### config.mk
export PLATFORM = sky130hd
export DESIGN_NAME = dircc_avalon_st_packet_transmitter
export DESIGN_NICKNAME = d
export VERILOG_FILES = /design/src/rtl/dircc_avalon_st_packet_transmitter.sv
export SDC_FILE = /design/constraint.sdc
export NUM_CORES = 1
export LEC_CHECK = 0
export ABC_CLOCK_PERIOD_IN_PS = 9250
export CAP_MARGIN = 20
export CORE_ASPECT_RATIO = 0.75
export CORE_MARGIN = 5
export CORE_UTILIZATION = 45
export DETAILED_ROUTE_END_ITERATION = 7
export HOLD_SLACK_MARGIN = 0.03
export PLACE_DENSITY = 0.74
export SLEW_MARGIN = 10
export SYNTH_ARGS = -nofsm -noshare
export SYNTH_HDL_FRONTEND = slang
export SYNTH_SLANG_ARGS = --single-unit
### constraint.sdc
create_clock -name clk -period 9.25 [get_ports clk]
set_clock_uncertainty 0.15 [all_clocks]
set_input_delay 1.85 -clock clk [delete_from_list [all_inputs] [get_ports clk]]
set_output_delay 1.85 -clock clk [all_outputs]
set_load 0.005 [all_outputs]
### src/rtl/dircc_avalon_st_packet_transmitter.sv
// dircc_avalon_st_packet_transmitter: serialises a 240-bit dircc packet into eight 32-bit Avalon-ST beats
module dircc_avalon_st_packet_transmitter #(
  parameter int IDLE_GAP = 0
) (
  input  logic         clk,
  input  logic         reset,
  input  logic [239:0] packet_data,
  input  logic         send_valid,
  output logic         send_ready,
  output logic         send_nearly_done,
  output logic         send_done,
  output logic [31:0]  out_data,
  output logic         out_valid,
  input  logic         out_ready,
  output logic         out_startofpacket,
  output logic         out_endofpacket,
  output logic [1:0]   out_empty
);
  // Packet layout, MSB first:
  //   dest {hw_addr[31:0], sw_addr[15:0], port[6:0], flag} [239:184]
  //   src  {hw_addr[31:0], sw_addr[15:0], port[6:0], flag} [183:128]
  //   lamport[31:0] [127:96], data[95:0] [95:0]
  localparam logic [1:0] IDLE = 2'd0, SEND = 2'd1, GAP = 2'd2;
  logic [1:0] state_q, state_d;
  logic [2:0] beat_q, beat_d;
  logic [3:0] gap_q, gap_d;
  logic [239:0] pkt_q, pkt_d;
  logic done_q, done_d;
  logic accept, last_acc;
  logic [7:0][31:0] words;
  assign send_ready = state_q == IDLE && !reset;
  assign accept = send_ready && send_valid;
  assign out_valid = state_q == SEND;
  assign last_acc = out_valid && beat_q == 3'd7 && out_ready;
  assign words = {pkt_q[95:64], pkt_q[63:32], pkt_q[31:0], pkt_q[127:96],
                  pkt_q[151:128], 8'h00, pkt_q[183:152], pkt_q[207:184], 8'h00, pkt_q[239:208]};
  assign out_data = out_valid ? words[beat_q] : '0;
  assign out_startofpacket = out_valid && beat_q == 3'd0;
  assign out_endofpacket = out_valid && beat_q == 3'd7;
  assign send_nearly_done = out_endofpacket;
  assign out_empty = 2'b00;
  assign send_done = done_q;
  // Next state: capture in IDLE, step beats on handshake, count down the inter-packet gap
  always_comb begin
    state_d = accept ? SEND
            : last_acc ? (IDLE_GAP > 0 ? GAP : IDLE)
            : (state_q == GAP && gap_q <= 4'd1) ? IDLE : state_q;
    beat_d = accept ? 3'd0 : (out_valid && out_ready) ? beat_q + 3'd1 : beat_q;
    gap_d = last_acc ? 4'(IDLE_GAP) : state_q == GAP ? gap_q - 4'd1 : gap_q;
    pkt_d = accept ? packet_data : pkt_q;
    done_d = last_acc;
  end
  // State registers; reset abandons any packet in flight
  always_ff @(posedge clk or posedge reset) begin
    if (reset) begin
      state_q <= IDLE;
      beat_q <= '0;
      gap_q <= '0;
      pkt_q <= '0;
      done_q <= 1'b0;
    end else begin
      state_q <= state_d;
      beat_q <= beat_d;
      gap_q <= gap_d;
      pkt_q <= pkt_d;
      done_q <= done_d;
    end
  end
endmodule

==> out/metrics.yaml, run 1 <==
wl_per_cell_um: 21.93
worst-slew-pin-transition_ps: 987.3
timing.fmax_mhz: 185.6
final.setup.tns_ps: 0
io_buffers: 281
grt_start_max_net_pins: 136
synthesis_to_layout_area_growth_pct: 32.87
design.final.nets: 1254
power_leakage_nw: 6.510
ys_warn_count: 0
num_rows: 51
synthesized_flop_and_latch_total: 245
final_slew_viol_count: 0
cp-end-kind: "primary output"
ant_nets: 0
synth_top_cells_by_area: "sky130_fd_sc_hd__dfrtp_1 52%, sky130_fd_sc_hd__mux2_4 20%, sky130_fd_sc_hd__mux2_2 10%"
clkTransAtPathRegs_ps: 60
result_of_the_run: "complete, no violations"
worst-setup-path-type: "flip-flop to primary output"
netlist_instances: 747
fill_cells: 2006
grt_first_pass_wirelength_mm: 46.85
place_worst_setup_slack_ps: 4157
final_cell_mix: "281 x sky130_fd_sc_hd__clkdlybuf4s50_1, 242 x sky130_fd_sc_hd__dfrtp_1, 156 x sky130_fd_sc_hd__mux2_4, 108 x sky130_fd_sc_hd__mux2_2, 32 x sky130_fd_sc_hd__mux4_2"
crit_arrival_ps: 3390
crit_path_start_kind: "flip-flop"
number_of_antenna_violations_at_the_first_check_in_global_routing: 5
drt_pass1_iterations: 4
cts-htree-levels: 1
max_slew_margin: 0.3418
dieArea_um2: 29450
cts_root_buf: "sky130_fd_sc_hd__clkbuf_16"
dieHeight_um: 149.9
yosysTopAreaCellShare: 0.5223
detail_route.wirelength_mm: 30.08
timing.final.crit_share: 0.5824
cts_resized: 0
global_route.overflow_total: 0
cts_buffer_depth: 3
post_cts_hold_buffer_count: 0
crit_path_cell_trace: "buf_4 -> mux4_2 -> o22ai_1 -> nor3_1 -> clkdlybuf4s50_1"
finalWorstPathRequiredPeriod_ps: 5387
core_area_um2: 25840
ys_types: 30
cp.required_ps: 7250
number_of_global_route_vias_before_repair: 8132
clock_sink_count: 245
pwr_density_cell_nw_per_um2: 335.3
finalWeightedCongestion: 0.7871
worst_path_max_delay_cell: "sky130_fd_sc_hd__dfrtp_4"
tritoncts: "built"
floorplan.initialDensity: 0.4542
cts-buffers-inserted: 26
cp_slowest_stage_delay_ps: 820
layout_commonest_cell: "sky130_fd_sc_hd__clkdlybuf4s50_1"
synth.avg_cell_area_um2: 15.71
track_usage: 0.2027
cts_setup_buffers: 0
num_vias: 7244
regArea_um2: 6137
synth_area_um2: 11740
worstPathMaxFanout: 63
avgViaCountPerCell: 5.280
final_core_utilization: 0.6035
hold_violation_total_from_the_final_report: 0
yosys_top_cell_by_area: "sky130_fd_sc_hd__dfrtp_1"
worstHoldPathType: "flip-flop to flip-flop"
drt-initial-drc-count: 376
clk-insertion-delay-late_ps: 530
cap_violations: 0
final_cell_count_no_fill: 1372
setup_slack_ps: 3863
placed_cells_incl_taps: 1323
yosysSeqAreaShare: 0.5223
place_hpwl_mm: 19.86
post_route_cells_drive_above_1_share: 0.3450
io-pin-count: 284
drc_violations_left: 0
multi_input_comb_area_um2: 5185
grt_setup_unrepaired: "false"
final-setup-viol-count: 0
vdd.ir_drop.worst_v: 0.0001518
floorplan.die.width_um: 196.5
## logic make-up (layout without fill, tap and decap cells)
group	after synthesis	count (layout)	share of synthesized area
xor+xnor	1	1	0.0007463
compound gates	59	59	0.03305
mux	304	304	0.3714
flops	245	245	0.5223
buf+inv	64	342	0.03646
fa+ha+maj	3	3	0.003198
simple gates	70	70	0.03251
other cells	1	4	0.0003195
## critical path: cells and delay by family, from the launching register on
family | cells | cell delay [ps]
mux | 1 | 360
compound gates | 1 | 90
flops | 1 | 820
buf+inv | 2 | 1290
simple gates | 1 | 230
## per-layer routing
metal	part of all wire	wire length [um]	vias to the layer above	GRT usage
met5	0.0020	59	-	0
met4	0.028	832	10	0.05094
met3	0.080	2397	63	0.06617
met2	0.45	13470	213	0.3158
met1	0.44	13320	3679	0.2771
li1	-	-	3279	-
## area by class of cell
cell class	instances	area share
inverter	4	0.001444
multi-input combinational	439	0.3325
antenna	2	0.0003209
clock buffer	37	0.04958
clock inverter	10	0.009146
tap	344	0.02760
sequential	245	0.3935
timing repair buffer	291	0.1860
## where the power goes
| part | switching, W | internal (W) |
|---|---|---|
| combinational | 0.000726 | 0.00142 |
| clock | 0.000438 | 0.000667 |
| sequential | 0.000368 | 0.00161 |
## cell usage after synthesis (all sizes together)
library cell / instances
mux2: 264
dfrtp: 245
buf: 45
mux4: 32
a211oi: 24
nor2b: 24
nor3: 24
o22ai: 24
clkbuf: 15
nand3: 10
mux2i: 8
o21ai: 8
nand2: 4
ha: 3
inv: 3
a21oi: 2
and2: 2
nor2: 2
and3: 1
clkinv: 1
conb: 1
nand2b: 1
nor3b: 1
o21bai: 1
or3: 1
xnor2: 1
## state kept, by name (all words and copies together) (netlist names)
signal     cells
state_q        1
pkt_q        240
send_done      1
beat_q         3
## per-stage QoR
stage | area (um2) | total power [W] | hold WS (ps)
3_5_place_dp | 14680 | 0.004140 | 338.4
5_1_grt | 15590 | 0.005536 | 362.9
2_1_floorplan | 11740 | 0.003387 | 323.9
3_3_place_gp | 14680 | 0.004091 | 335.5
4_1_cts | 15590 | 0.005284 | 355.7
6_report | 15600 | 0.005230 | 352.0
## path summary, 6_finish.rpt
check	depth (start not counted)	from	end	slack [ps]
min in group asynchronous	2	reset	pkt_q[71]$_DFFE_PP0P_	1710
max in group asynchronous	3	reset	beat_q[2]$_DFFE_PP0P_	5740
hold reg to reg	1	pkt_q[36]$_DFFE_PP0P_	pkt_q[36]$_DFFE_PP0P_	350
setup reg to reg	4	state_q[0]$_DFFE_PP0P_	pkt_q[77]$_DFFE_PP0P_	5950
setup / recovery	5	beat_q[2]$_DFFE_PP0P_	out_data[28]	3860
hold / removal	1	pkt_q[36]$_DFFE_PP0P_	pkt_q[36]$_DFFE_PP0P_	350
No activity file was read; power rests on OpenSTA's default activity.
==> run 2, diff against run 1 <==
ABC_CLOCK_PERIOD_IN_PS = 4800   (was 9250)
PLACE_DENSITY = 0.77   (was 0.74)
clock period = 4.8 ns   (was 9.25 ns; I/O delays follow)
==> out/metrics.yaml, run 2 (synthesis gave the netlist of run 1 again) <==
number_of_global_route_vias_before_repair: 8125  # -0.086%
worst_path_max_delay_cell: "sky130_fd_sc_hd__dfrtp_2"
registers_with_the_most_flip_flops: "pkt_q x240, beat_q x3"
drc_violations_left: 0  # unchanged
crit_path_start_kind: "flip-flop"
synthesis_to_layout_area_growth_pct: 33.72
max_slew_margin: 0.3674  # +0.02562
cp_slowest_stage_delay_ps: 750  # -70 ps
crit_path_cell_trace: "nand2b_1 -> buf_4 -> a211oi_1 -> nor3_1 -> clkdlybuf4s50_1"
drt-initial-drc-count: 418  # +11%
finalWorstPathRequiredPeriod_ps: 4257
clock_sink_count: 245  # unchanged
ant_nets: 0  # unchanged
design.final.nets: 1263  # +0.72%
cp-end-kind: "primary output"
worstHoldPathType: "flip-flop to flip-flop"
regToRegSetupSlack_ps: 2210  # -3740 ps
reg2reg_from: "state_q[0]$_DFFE_PP0P_"
top_cell_family_by_delay_on_the_critical_path: "simple AND/OR/NAND/NOR gates"
place_hpwl_mm: 21.15  # +6.5%
timing.hold.worst_path_depth: 1  # unchanged
cap_violations: 0  # unchanged
drt_pass1_iterations: 4  # unchanged
result_of_the_run: "complete, no violations"
post_route_cells_drive_above_1_share: 0.3491  # +0.004100
cp.buffers_inverters: 2  # unchanged
clkTransAtPathRegs_ps: 70  # about the same
final-setup-viol-count: 0  # unchanged
clk-insertion-delay-late_ps: 520  # about the same
cts_resized: 0  # unchanged
worstHoldStart: "pkt_q[67]$_DFFE_PP0P_"
layout_commonest_cell: "sky130_fd_sc_hd__clkdlybuf4s50_1"
finalWeightedCongestion: 0.8018  # +1.9%
final_slew_viol_count: 0  # unchanged
grt_start_max_net_pins: 82  # -40%
global_route.overflow_total: 0  # unchanged
cts_buffer_depth: 3  # unchanged
avgViaCountPerCell: 5.299  # +0.36%
floorplan.initialDensity: 0.4542  # unchanged
number_of_antenna_violations_at_the_first_check_in_global_routing: 4  # -1
worstPathMaxFanout: 18  # -71%
timing.fmax_mhz: 234.9
timing.final.crit_share: 0.8869
registers.top_by_ff_count: "pkt_q"
worst-slew-pin-transition_ps: 948.9  # -38.43 ps
cp.required_ps: 3690  # -3560 ps
num_rows: 51  # unchanged
core_area_um2: 25840  # unchanged
final_cell_mix: "281 x sky130_fd_sc_hd__clkdlybuf4s50_1, 242 x sky130_fd_sc_hd__dfrtp_1, 156 x sky130_fd_sc_hd__mux2_4, 108 x sky130_fd_sc_hd__mux2_2, 32 x sky130_fd_sc_hd__mux4_2"
track_usage: 0.2034  # +0.0006469
worst-r2r-cell-count: 4  # unchanged
grt_first_pass_wirelength_mm: 47.08  # +0.48%
final.setup.tns_ps: 0  # unchanged
num_vias: 7318  # +1.0%
critical_path.reg2reg.endpoint: "pkt_q[15]$_DFFE_PP0P_"
dieHeight_um: 149.9  # unchanged
post_cts_hold_buffer_count: 0  # unchanged
largest_register_ffs: 240  # unchanged
detail_route.wirelength_mm: 30.48  # +1.3%
io-pin-count: 284  # unchanged
power_leakage_nw: 6.547  # +0.57%
cts-buffers-inserted: 25  # -3.8%
io_buffers: 281  # unchanged
vdd.ir_drop.worst_v: 0.0003429  # +130%
whs_endpoint: "pkt_q[67]$_DFFE_PP0P_"
tritoncts: "built"
cts_setup_buffers: 0  # unchanged
wl_per_cell_um: 22.07  # +0.66%
worst-setup-path-type: "flip-flop to primary output"
pwr_density_cell_nw_per_um2: 640.5  # +91%
floorplan.die.width_um: 196.5  # unchanged
grt_setup_unrepaired: "false"
cts_root_buf: "sky130_fd_sc_hd__clkbuf_16"
crit_arrival_ps: 3150  # -240 ps
final.hold.worst_slack_ps: 352.7  # +0.7180 ps
dieArea_um2: 29450  # unchanged
hold_violation_total_from_the_final_report: 0  # unchanged
cts-htree-levels: 1  # unchanged
run 2: changes by cell type in the layout (fill, tap and decap cells not counted), sizes merged:
cell,change
bufinv,+1
inv,-1
clkinv,-2
diode,+1
buf,+10
clkinvlp,+3
clkbuf,-3
run 2: per-layer routing:
layer / share of wire / GRT usage / routed length [um]
met1: 0.44 / 0.2832 / 13480
met4: 0.026 / 0.05094 / 786
met2: 0.45 / 0.3156 / 13800
met3: 0.078 / 0.06032 / 2387
met5: 0.00095 / 0 / 29
run 2: area by class of cell:
class                           instances  area [um2]
Fill cell                            1968       10150
Inverter                                4       18.77
Antenna cell                            3       7.507
Timing Repair Buffer                  301        3050
Clock inverter                         11       166.4
Tap cell                              344       430.4
Multi-Input combinational cell        439        5185
Clock buffer                           34       699.4
Sequential cell                       245        6137
run 2: per-stage QoR:
step / utilization / area (um2) / power [W] / setup slack [ps] / instances
CTS: 0.6062 / 15670 / 0.01015 / 396.5 / 1377
global route: 0.6071 / 15690 / 0.01063 / 319.8 / 1379
floorplan: - / 11750 / 0.006528 / 472.2 / 748
finish: 0.6073 / 15700 / 0.01005 / 542.8 / 1381
detailed placement: 0.5727 / 14800 / 0.008014 / 971.2 / 1332
global placement: 0.5727 / 14800 / 0.007902 / 954.1 / 1332
run 2: report_power, final:
| part | internal [W] | switching, W | total [W] |
|---|---|---|---|
| Clock | 0.00124 | 0.000828 | 0.00206 |
| Sequential | 0.00311 | 0.000761 | 0.00387 |
| Combinational | 0.00275 | 0.00137 | 0.00412 |
run 2: worst reg2reg max path, stage by stage, from the launching register on:
cell,delay [ps]
sky130_fd_sc_hd__dfrtp_1,590
sky130_fd_sc_hd__nor2_1,230
sky130_fd_sc_hd__and2_4,580
sky130_fd_sc_hd__buf_12,460
sky130_fd_sc_hd__mux2_2,460
run 2: how the worst max path moves through the flow:
stage / start / end / depth (start not counted)
2_1_floorplan: reset / beat_q[0]$_DFFE_PP0P_ / 1
3_3_place_gp: beat_q[0]$_DFFE_PP0P_ / out_data[12] / 5
3_5_place_dp: beat_q[0]$_DFFE_PP0P_ / out_data[12] / 5
4_1_cts: beat_q[0]$_DFFE_PP0P_ / out_data[10] / 5
5_1_grt: beat_q[0]$_DFFE_PP0P_ / out_data[10] / 5
6_report: beat_q[0]$_DFFE_PP0P_ / out_data[12] / 5
==> run 3, diff against run 2 <==
ABC_AREA = 0   (was unset)
CORE_MARGIN = unset   (was 5)
GPL_TIMING_DRIVEN = 0   (was unset)
==> out/metrics.yaml, run 3 (synthesis gave the netlist of run 1 again) <==
result_of_the_run: "complete, no violations"
total_power_w: 0.01006  # +0.11%
final.hold.worst_slack_ps: 352.9  # +0.2420 ps
cts_setup_buffers: 0  # unchanged
number_of_antenna_violations_at_the_first_check_in_global_routing: 3  # -1
ant_nets: 0  # unchanged
final_cell_count_no_fill: 1420  # +2.8%
worstHoldPathType: "flip-flop to flip-flop"
cp-end-kind: "primary output"
timing.final.crit_share: 0.8847  # -0.002202
setup_slack_ps: 553.4  # +10.57 ps
floorplan.die.width_um: 188.5  # -4.1%
worstHoldStart: "pkt_q[85]$_DFFE_PP0P_"
num_vias: 7634  # +4.3%
post_cts_hold_buffer_count: 0  # unchanged
gr-max-usage-layer: "met2"
cts-htree-levels: 1  # unchanged
drc_violations_left: 0  # unchanged
final.setup.tns_ps: 0  # unchanged
whs_endpoint: "pkt_q[85]$_DFFE_PP0P_"
cts_root_buf: "sky130_fd_sc_hd__clkbuf_16"
critical_path.reg2reg.endpoint: "beat_q[1]$_DFFE_PP0P_"
cts_resized: 0  # unchanged
reg2reg_from: "beat_q[1]$_DFFE_PP0P_"
hold_violation_total_from_the_final_report: 0  # unchanged
wl_per_cell_um: 23.48  # +6.4%
drt_pass1_iterations: 4  # unchanged
final_cell_mix: "281 x sky130_fd_sc_hd__clkdlybuf4s50_1, 245 x sky130_fd_sc_hd__dfrtp_1, 156 x sky130_fd_sc_hd__mux2_4, 108 x sky130_fd_sc_hd__mux2_2, 32 x sky130_fd_sc_hd__mux4_2"
worst-r2r-cell-count: 7  # +3
max_slew_margin: 0.4663  # +0.09889
cp.required_ps: 3690  # about the same
design.final.nets: 1310  # +3.7%
place_hpwl_mm: 24.45  # +16%
dieHeight_um: 141.9  # -5.3%
crit_arrival_ps: 3140  # about the same
grt_util_met2: 0.3876  # +0.07193
crit_path_start_kind: "flip-flop"
grtUsageMet1: 0.3569  # +0.07369
final-setup-viol-count: 0  # unchanged
cell_type_with_the_highest_occurrence_count_on_the_critical_path: "sky130_fd_sc_hd__clkbuf_1"
tritoncts: "built"
place_worst_setup_slack_ps: 1030  # +58.50 ps
global_route.overflow_total: 0  # unchanged
timing.hold.worst_path_depth: 1  # unchanged
timing.fmax_mhz: 235.5  # +0.25%
worst_path_max_delay_cell: "sky130_fd_sc_hd__clkdlybuf4s50_1"
detail_route.wirelength_mm: 33.35  # +9.4%
io-pin-count: 284  # unchanged
crit_path_cell_trace: "buf_4 -> nand2b_1 -> clkbuf_1 -> clkbuf_1 -> a211oi_1 -> nor3_1 -> clkdlybuf4s50_1"
registers.top_by_ff_count: "pkt_q"
layout_commonest_cell: "sky130_fd_sc_hd__clkdlybuf4s50_1"
fill_cells: 1910  # -2.9%
finalWorstPathRequiredPeriod_ps: 4247  # -10.57 ps
largest_register_ffs: 240  # unchanged
worst-slew-pin-transition_ps: 800.6  # -148.3 ps
multi_input_comb_area_um2: 5182  # about the same
cp_slowest_stage_delay_ps: 570  # -180 ps
cap_violations: 0  # unchanged
cts-buffers-inserted: 25  # unchanged
core_area_um2: 25270  # -2.2%
dieArea_um2: 26740  # -9.2%
finalWeightedCongestion: 0.8099  # +1.0%
worstPathMaxFanout: 10  # -8
io_buffers: 281  # unchanged
final_slew_viol_count: 0  # unchanged
synthesis_to_layout_area_growth_pct: 35.38
grt_start_max_net_pins: 39  # -52%
regToRegSetupSlack_ps: 2540  # +330 ps
clk-insertion-delay-late_ps: 510  # about the same
clkTransAtPathRegs_ps: 60  # about the same
grt_first_pass_wirelength_mm: 50.80  # +7.9%
grt_use_met3: 0.07346  # +0.01314
registers_with_the_most_flip_flops: "pkt_q x240, beat_q x3"
grt_setup_unrepaired: "false"
clock_sink_count: 245  # unchanged
num_rows: 50  # -2.0%
pwr_density_cell_nw_per_um2: 633.4  # -1.1%
power_leakage_nw: 6.696  # +2.3%
vdd.ir_drop.worst_v: 0.0002987  # -13%
number_of_global_route_vias_before_repair: 8312  # +2.3%
avgViaCountPerCell: 5.376  # +1.5%
regArea_um2: 6131  # -0.10%
worst-setup-path-type: "flip-flop to primary output"
floorplan.initialDensity: 0.4644  # +0.01023
cts_buffer_depth: 3  # unchanged
post_route_cells_drive_above_1_share: 0.3525  # +0.003375
track_usage: 0.2530  # +0.04961
drt-initial-drc-count: 369  # -12%
placed_cells_incl_taps: 1374  # +3.2%
## run 3: changes by cell type in the layout (fill, tap and decap cells not counted), sizes merged
cell | previous run | this run
buf | 20 | 52
clkbuf | 34 | 53
bufinv | 4 | 1
clkinvlp | 4 | 1
diode | 3 | 4
inv | 3 | 2
## run 3: through the flow
| stage | util | area [um2] |
|---|---|---|
| 2_1_floorplan | - | 11750 |
| 3_3_place_gp | 0.5927 | 14980 |
| 3_5_place_dp | 0.5983 | 15120 |
| 4_1_cts | 0.6283 | 15880 |
| 5_1_grt | 0.6283 | 15880 |
| 6_report | 0.6287 | 15890 |
## run 3: worst max-delay path by stage
| stage | startpoint | end | slack, ps | depth (start not counted) |
|---|---|---|---|---|
| CTS | beat_q[0]$_DFFE_PP0P_ | out_data[29] | 460 | 7 |
| floorplan | reset | beat_q[0]$_DFFE_PP0P_ | 470 | 1 |
| finish | beat_q[0]$_DFFE_PP0P_ | out_data[29] | 550 | 7 |
| global placement | reset | pkt_q[176]$_DFFE_PP0P_ | -1410 | 2 |
| detailed placement | beat_q[0]$_DFFE_PP0P_ | out_data[29] | 1030 | 7 |
| global route | beat_q[0]$_DFFE_PP0P_ | out_data[29] | 340 | 7 |
## run 3: worst max-delay path: cells and delay by family (launching register included)
kind                   cells  cell delay [ps]
AO/OA/AOI/OAI              1              170
buffers and inverters      4             1630
AND/OR/NAND/NOR            2              470
flip-flops                 1              350
## run 3: area by class of cell
cell class | count | share of cell area
Sequential cell | 245 | 0.3858
Multi-Input combinational cell | 439 | 0.3261
Timing Repair Buffer | 288 | 0.1858
Clock buffer | 38 | 0.04496
Tap cell | 338 | 0.02661
Buffer | 60 | 0.02598
Clock inverter | 4 | 0.002835
Inverter | 4 | 0.001181
Antenna cell | 4 | 0.0006299
## run 3: where the power goes
part | internal, W | switching, W
Sequential | 0.00311 | 0.000588
Combinational | 0.00281 | 0.00170
Clock | 0.00107 | 0.000791
## run 3: layer usage
layer	vias to the layer above	routed length, um
li1	3388	-
met1	3890	15040
met2	308	14850
met3	48	2745
met4	0	705
met5	-	0
==> RTL edit 1: new RTL, settings of run 3 <==
Take the reset off `pkt_q` and load it in a clocked block of its own.
--- a/src/rtl/dircc_avalon_st_packet_transmitter.sv
+++ b/src/rtl/dircc_avalon_st_packet_transmitter.sv
@@ -58,3 +58,2 @@
       gap_q <= '0;
-      pkt_q <= '0;
       done_q <= 1'b0;
@@ -64,3 +63,2 @@
       gap_q <= gap_d;
-      pkt_q <= pkt_d;
       done_q <= done_d;
@@ -68,2 +66,6 @@
   end
+
+  always_ff @(posedge clk) begin
+    pkt_q <= pkt_d;
+  end
 endmodule
Check against the original RTL: no difference found for any inputs over 4 cycles, from zero or initial values and one cycle with reset high; that may be too few to reach the edited logic, so the function may still have changed.
==> RTL edit 1 against run 3 <==
- maximum frequency up 7.2%
- total power down 31%
- wire length down 29%
- largest power group is now sequential cells
- critical path depth unchanged
- synthesized area down 19%
- sequential cell count unchanged
- count of clock-buffer cells in the layout down 10
- design area down 14%
- worst setup slack better by 0.28 ns
- utilization up 3.7 points
==> RTL edit 1: results (changes against run 3) <==
* Inst Count DP at 1056 (was 1374)
* Final Instance Area at 13600 sq um (was 15900 sq um)
* H-tree lvl count at 1 (unchanged)
* Total track usage at 21.8% (was 25.3%)
* Routed vias/inst at 5.26 (was 5.38)
* Outcome: completed (unchanged)
* Hold Crit Class: reg -> reg (unchanged)
* Dpl ws at 1.37 ns (was 1.03 ns)
* Post-synth EDFFs at 240 (was 0)
* First-pass GRT wire length at 34.8 mm (was 50.8 mm)
* Synth unique cells at 31 (was 30)
* Post_cts resized at 0 (unchanged)
* Seq/Total Area, Yosys at 77.2% (was 52.2%)
* Synth top area cells: edfxtp_1 76%, mux4_2 6.2%, mux2_2 2.8% (was dfrtp_1 52%, mux2_4 20%, mux2_2 10%)
* Met1 wire length at 9.34 mm (was 15.0 mm)
* R2R depth at 5 (was 7)
* First DRT Iteration DRCs at 315 (was 369)
* Hold EP: beat_q[0] (was pkt_q[85])
* Hold_ws at 0.504 ns (was 0.353 ns)
* Routed wl met3 at 2.26 mm (was 2.75 mm)
* Final Non-Filler Cells at 1098 (was 1420)
* Grt met2 use at 36.5% (was 38.8%)
* Met1 Track Usage GR at 27.8% (was 35.7%)
* CTS clk-pin slew, worst paths at 0.07 ns
* Initial antenna violation count at 1 (was 3)
* Gate count of the mapped netlist at 483 (was 747)
* RR Endpoint: pkt_q[225] (was beat_q[1])
* Max IR drop VDD at 0.000263 V (was 0.000299 V)
* Max layer used: met4 (unchanged)
* Slew Limit Headroom at 53.5% (was 46.6%)
* Met2 WL post-DR at 11.5 mm (was 14.9 mm)
* M3 GR Usage at 6.08% (was 7.35%)
* CTS root buffer: clkbuf_16 (unchanged)
* Placed Area at 12900 sq um (was 15100 sq um)
* Layout fillers at 1384 (was 1910)
* Final WL at 23.7 mm (was 33.3 mm)
* Flop-to-flop setup slack at 2.34 ns (was 2.54 ns)
* Top Family by Delay on Critical Path: buffers and inverters (unchanged)
* Final net count at 1047 (was 1310)
* Pre-antenna DRT Iters at 4 (unchanged)
* Hold Startpoint: state_q[0] (was pkt_q[85])
* Maximum clock rate at 0.252 GHz (was 0.235 GHz)
* Num CTS Buffers at 24 (was 25)
* Layout cells sized above 1 at 14.5% (was 35.3%)
* Port bufs at 281 (unchanged)
* GP Congestion at 0.793 (was 0.810)
* Pin count of the biggest net entering global routing at 38 (was 39)
* Commonest cells post-synth: 240 x edfxtp_1, 26 x mux4_2 (was 245 x dfrtp_1, 156 x mux2_4, 108 x mux2_2)
* Number of global-route vias before repair at 6070 (was 8312)
* Critical path arrival at 2.85 ns (was 3.14 ns)
* FF-to-FF Start: state_q[0] (was beat_q[1])
* Pint at 4880 uW (was 6990 uW)
* Total grt overflow at 0 (unchanged)
* P_leak at 0.00453 uW (was 0.00670 uW)
* Detailed Place HPWL at 17.3 mm (was 24.4 mm)
* Async SR Flop Fraction at 2.04% (was 100%)
==> RTL edit 1: cell types whose count changed after synthesis, moves of 3 or more <==
cell             run 3  this run
mux2_2             108        24
mux4_1               0         6
o21ai_1              8         1
dfrtp_1            245         5
o21ai_0              0        10
mux2_4             156         0
mux4_2              32        26
buf_6               19         3
buf_2               18        15
edfxtp_1             0       240
clkbuf_1            15         9
==> RTL edit 1: power by group through the flow <==
| stage | Combinational (uW) | Clock [uW] | Sequential [uW] |
|---|---|---|---|
| 3_3_place_gp | 2470 | 0 | 2690 |
| 2_1_floorplan | 1290 | 0 | 2670 |
| 5_1_grt | 2740 | 1840 | 2640 |
| 3_5_place_dp | 2570 | 0 | 2670 |
| 4_1_cts | 2580 | 1770 | 2630 |
| 6_report | 2540 | 1730 | 2630 |
==> RTL edit 1: kinds of logic after synthesis <==
logic type               after synthesis  synth area share (%)
adder cells (fa/ha/maj)                3                 0.395
multiplexers                          66                  11.7
AO/OA/AOI/OAI                         60                  4.11
XOR/XNOR                               1                0.0923
flip-flops                           245                  77.2
other                                  1                0.0395
buffers and inverters                 38                  2.44
AND/OR/NAND/NOR                       69                  3.98
==> RTL edit 1: cell type report <==
cell class	instances	area, sq um	share of cell area [%]
plain buffers	34	216	1.59
clock buffers	28	616	4.52
flip-flops and latches	245	7330	53.9
well taps	282	353	2.59
diodes	1	2.50	0.0184
inverters	4	15.0	0.110
clock inverters	13	96.3	0.708
repair buffers	290	3030	22.3
multi-input cells	201	1950	14.3
==> RTL edit 1: worst max path at each step <==
stage,end,depth (start not counted),from
6_report,out_data[25],7,beat_q[0]
5_1_grt,out_data[25],7,beat_q[0]
4_1_cts,out_data[25],7,beat_q[0]
3_5_place_dp,out_data[25],7,beat_q[0]
3_3_place_gp,pkt_q[110],3,reset
2_1_floorplan,pkt_q[0],2,reset
==> RTL edit 2: new RTL, settings of run 3 <==
Without the edit above. Reset style: synchronous (`reset`), changed in one clocked block.
--- a/src/rtl/dircc_avalon_st_packet_transmitter.sv
+++ b/src/rtl/dircc_avalon_st_packet_transmitter.sv
@@ -53,3 +53,3 @@
   // State registers; reset abandons any packet in flight
-  always_ff @(posedge clk or posedge reset) begin
+  always_ff @(posedge clk) begin
     if (reset) begin
Behaviour: differs if reset is asserted again (counterexample within 4 cycles, from zero or initial values and one cycle with reset high); with reset held inactive, the same outputs for 4 cycles.
==> RTL edit 2 against run 3 <==
- die area is 17% lower
- critical path type unchanged
- count of clock-buffer cells in the layout is 2 lower
- worst setup slack better by 0.38 ns
- wire length is 6.7% lower
- synthesized area is 17% lower
- design area is 14% lower
- sequential cell count stayed put
- via count is 2.9% higher
- largest cell class unchanged
Power is not compared: it rests on default switching activity, and its combinational part moved more than twofold at a synthesized area within 25%.
==> RTL edit 2: results (changes against run 3) <==
* Outcome: completed (unchanged)
* Slew Limit Headroom at 56.1% (was 46.6%)
* Total number of vias at 7857 (was 7634)
* Pin count of the biggest net entering global routing at 15 (was 39)
* Routed len/inst at 22.5 um (was 23.5 um)
* Placed Area at 12900 sq um (was 15100 sq um)
* Synth unique cells at 31 (was 30)
* First DRT Iteration DRCs at 654 (was 369)
* Clock latency on the worst-skew pair at 0.53 ns (was 0.51 ns)
* Hold Crit Class: reg -> reg (unchanged)
* Largest registers in the final layout: pkt_q x240, beat_q x3 (unchanged)
* GP Congestion at 0.896 (was 0.810)
* P_leak at 0.00524 uW
* First-pass GRT wire length at 45.7 mm (was 50.8 mm)
* Post_cts resized at 0 (unchanged)
* Layout cells sized above 1 at 16.5% (was 35.3%)
* CTS max path bufs at 3 (unchanged)
* Synth top area cells: dfxtp_1 51%, a22o_1 22%, mux4_2 7.4% (was dfrtp_1 52%, mux2_4 20%, mux2_2 10%)
* Seq/Total Area, Yosys at 50.6% (was 52.2%)
* Pre-antenna DRT Iters at 5 (was 4)
* Async SR Flop Fraction at 0% (was 100%)
* Worst-path fanout max at 10 (unchanged)
* Critical path arrival at 2.75 ns (was 3.14 ns)
* Post-layout minimum cycle time at 3.86 ns (was 4.25 ns)
* R2R depth at 5 (was 7)
* Setup bufs post-CTS at 0 (unchanged)
* CTS root buffer: clkbuf_16 (unchanged)
* CP Class: reg -> out (unchanged)
* Final net count at 1328 (was 1310)
* Initial antenna violation count at 1 (was 3)
* Commonest cells post-synth: 245 x dfxtp_1, 240 x a22o_1, 32 x buf_2, 32 x mux2i_1, 32 x mux4_2 (was 245 x dfrtp_1, 156 x mux2_4, 108 x mux2_2)
* Port bufs at 281 (unchanged)
* Max IR drop VDD at 0.000218 V
* # diodes at 0 (was 4)
* Total track usage at 27.4% (was 25.3%)
* DRT antenna net count at 0 (unchanged)
* Number of global-route vias before repair at 7764 (was 8312)
* H-tree lvl count at 1 (unchanged)
* Detailed Place HPWL at 23.2 mm (was 24.4 mm)
==> RTL edit 2: cell types whose count changed in the layout (fill, tap and decap cells not counted), moves of 22 or more <==
cell,delta
nor2b_1,-22
mux2_2,-84
o21ai_0,+26
o22ai_1,-24
dfxtp_1,+245
mux2_4,-156
mux2i_1,+24
a22o_1,+240
nor3_1,-24
dfrtp_1,-245
nor2_1,+25
==> RTL edit 2: cells by family after synthesis <==
group	count (synthesis)	share of synthesized area (%)
AOI/OAI and AO/OA	299	26.1
other	1	0.0387
adders and majority gates	3	0.388
buffers and inverters	85	6.77
xor gates and xnor gates	1	0.0904
muxes	88	13.5
DFF	245	50.6
and+or+nand+nor	50	2.48
==> RTL edit 2: worst max-delay path: stages, from the launching register on <==
cell and delay, ns:
dfxtp_1 0.31, buf_4 0.18, nand2_1 0.20, clkbuf_1 0.42, o21ai_0 0.20, a211oi_1 0.34, clkdlybuf4s50_1 0.57
==> RTL edit 2: worst paths after layout <==
kind | startpoint | to | slack (ns)
min reg2reg | pkt_q[145] | pkt_q[145] | 0.32
max reg2reg | state_q[0] | pkt_q[173] | 2.91
min | pkt_q[145] | pkt_q[145] | 0.32
max | beat_q[0] | out_data[18] | 0.94
==> RTL edit 2: report_power, final <==
group	total [uW]	leakage [uW]	internal, uW	switching, uW
combinational	611	0.00280	372	239
clock	2030	0.000422	1210	811
sequential	2230	0.00201	2160	75.0
==> RTL edit 2: metal layers <==
| layer | vias to the layer above | track usage, % | share of wire [%] |
|---|---|---|---|
| met2 | 363 | 41.7 | 43 |
| met3 | 35 | 6.14 | 8.4 |
| met4 | 2 | 4.52 | 1.3 |
| met1 | 3816 | 40.3 | 47 |
| met5 | - | 0 | 0.026 |
| li1 | 3641 | - | - |
==> RTL edit 2: area by class of cell <==
type,count,area [sq um]
fill,1632,7400
clock inverter,8,129
clock buffer,36,727
buffer,83,648
timing repair buffer,281,2810
sequential,245,4900
inverter,2,7.51
tap,288,360
multi-input combinational,443,4130
==> RTL edit 2: metrics by stage <==
stage	cells	utilization [%]	worst slack [ns]
6_report	1386	65.0	0.936
5_1_grt	1386	65.0	0.818
4_1_cts	1386	65.0	0.922
3_5_place_dp	1342	60.9	1.49
3_3_place_gp	1342	60.9	1.47
2_1_floorplan	773	-	2.38
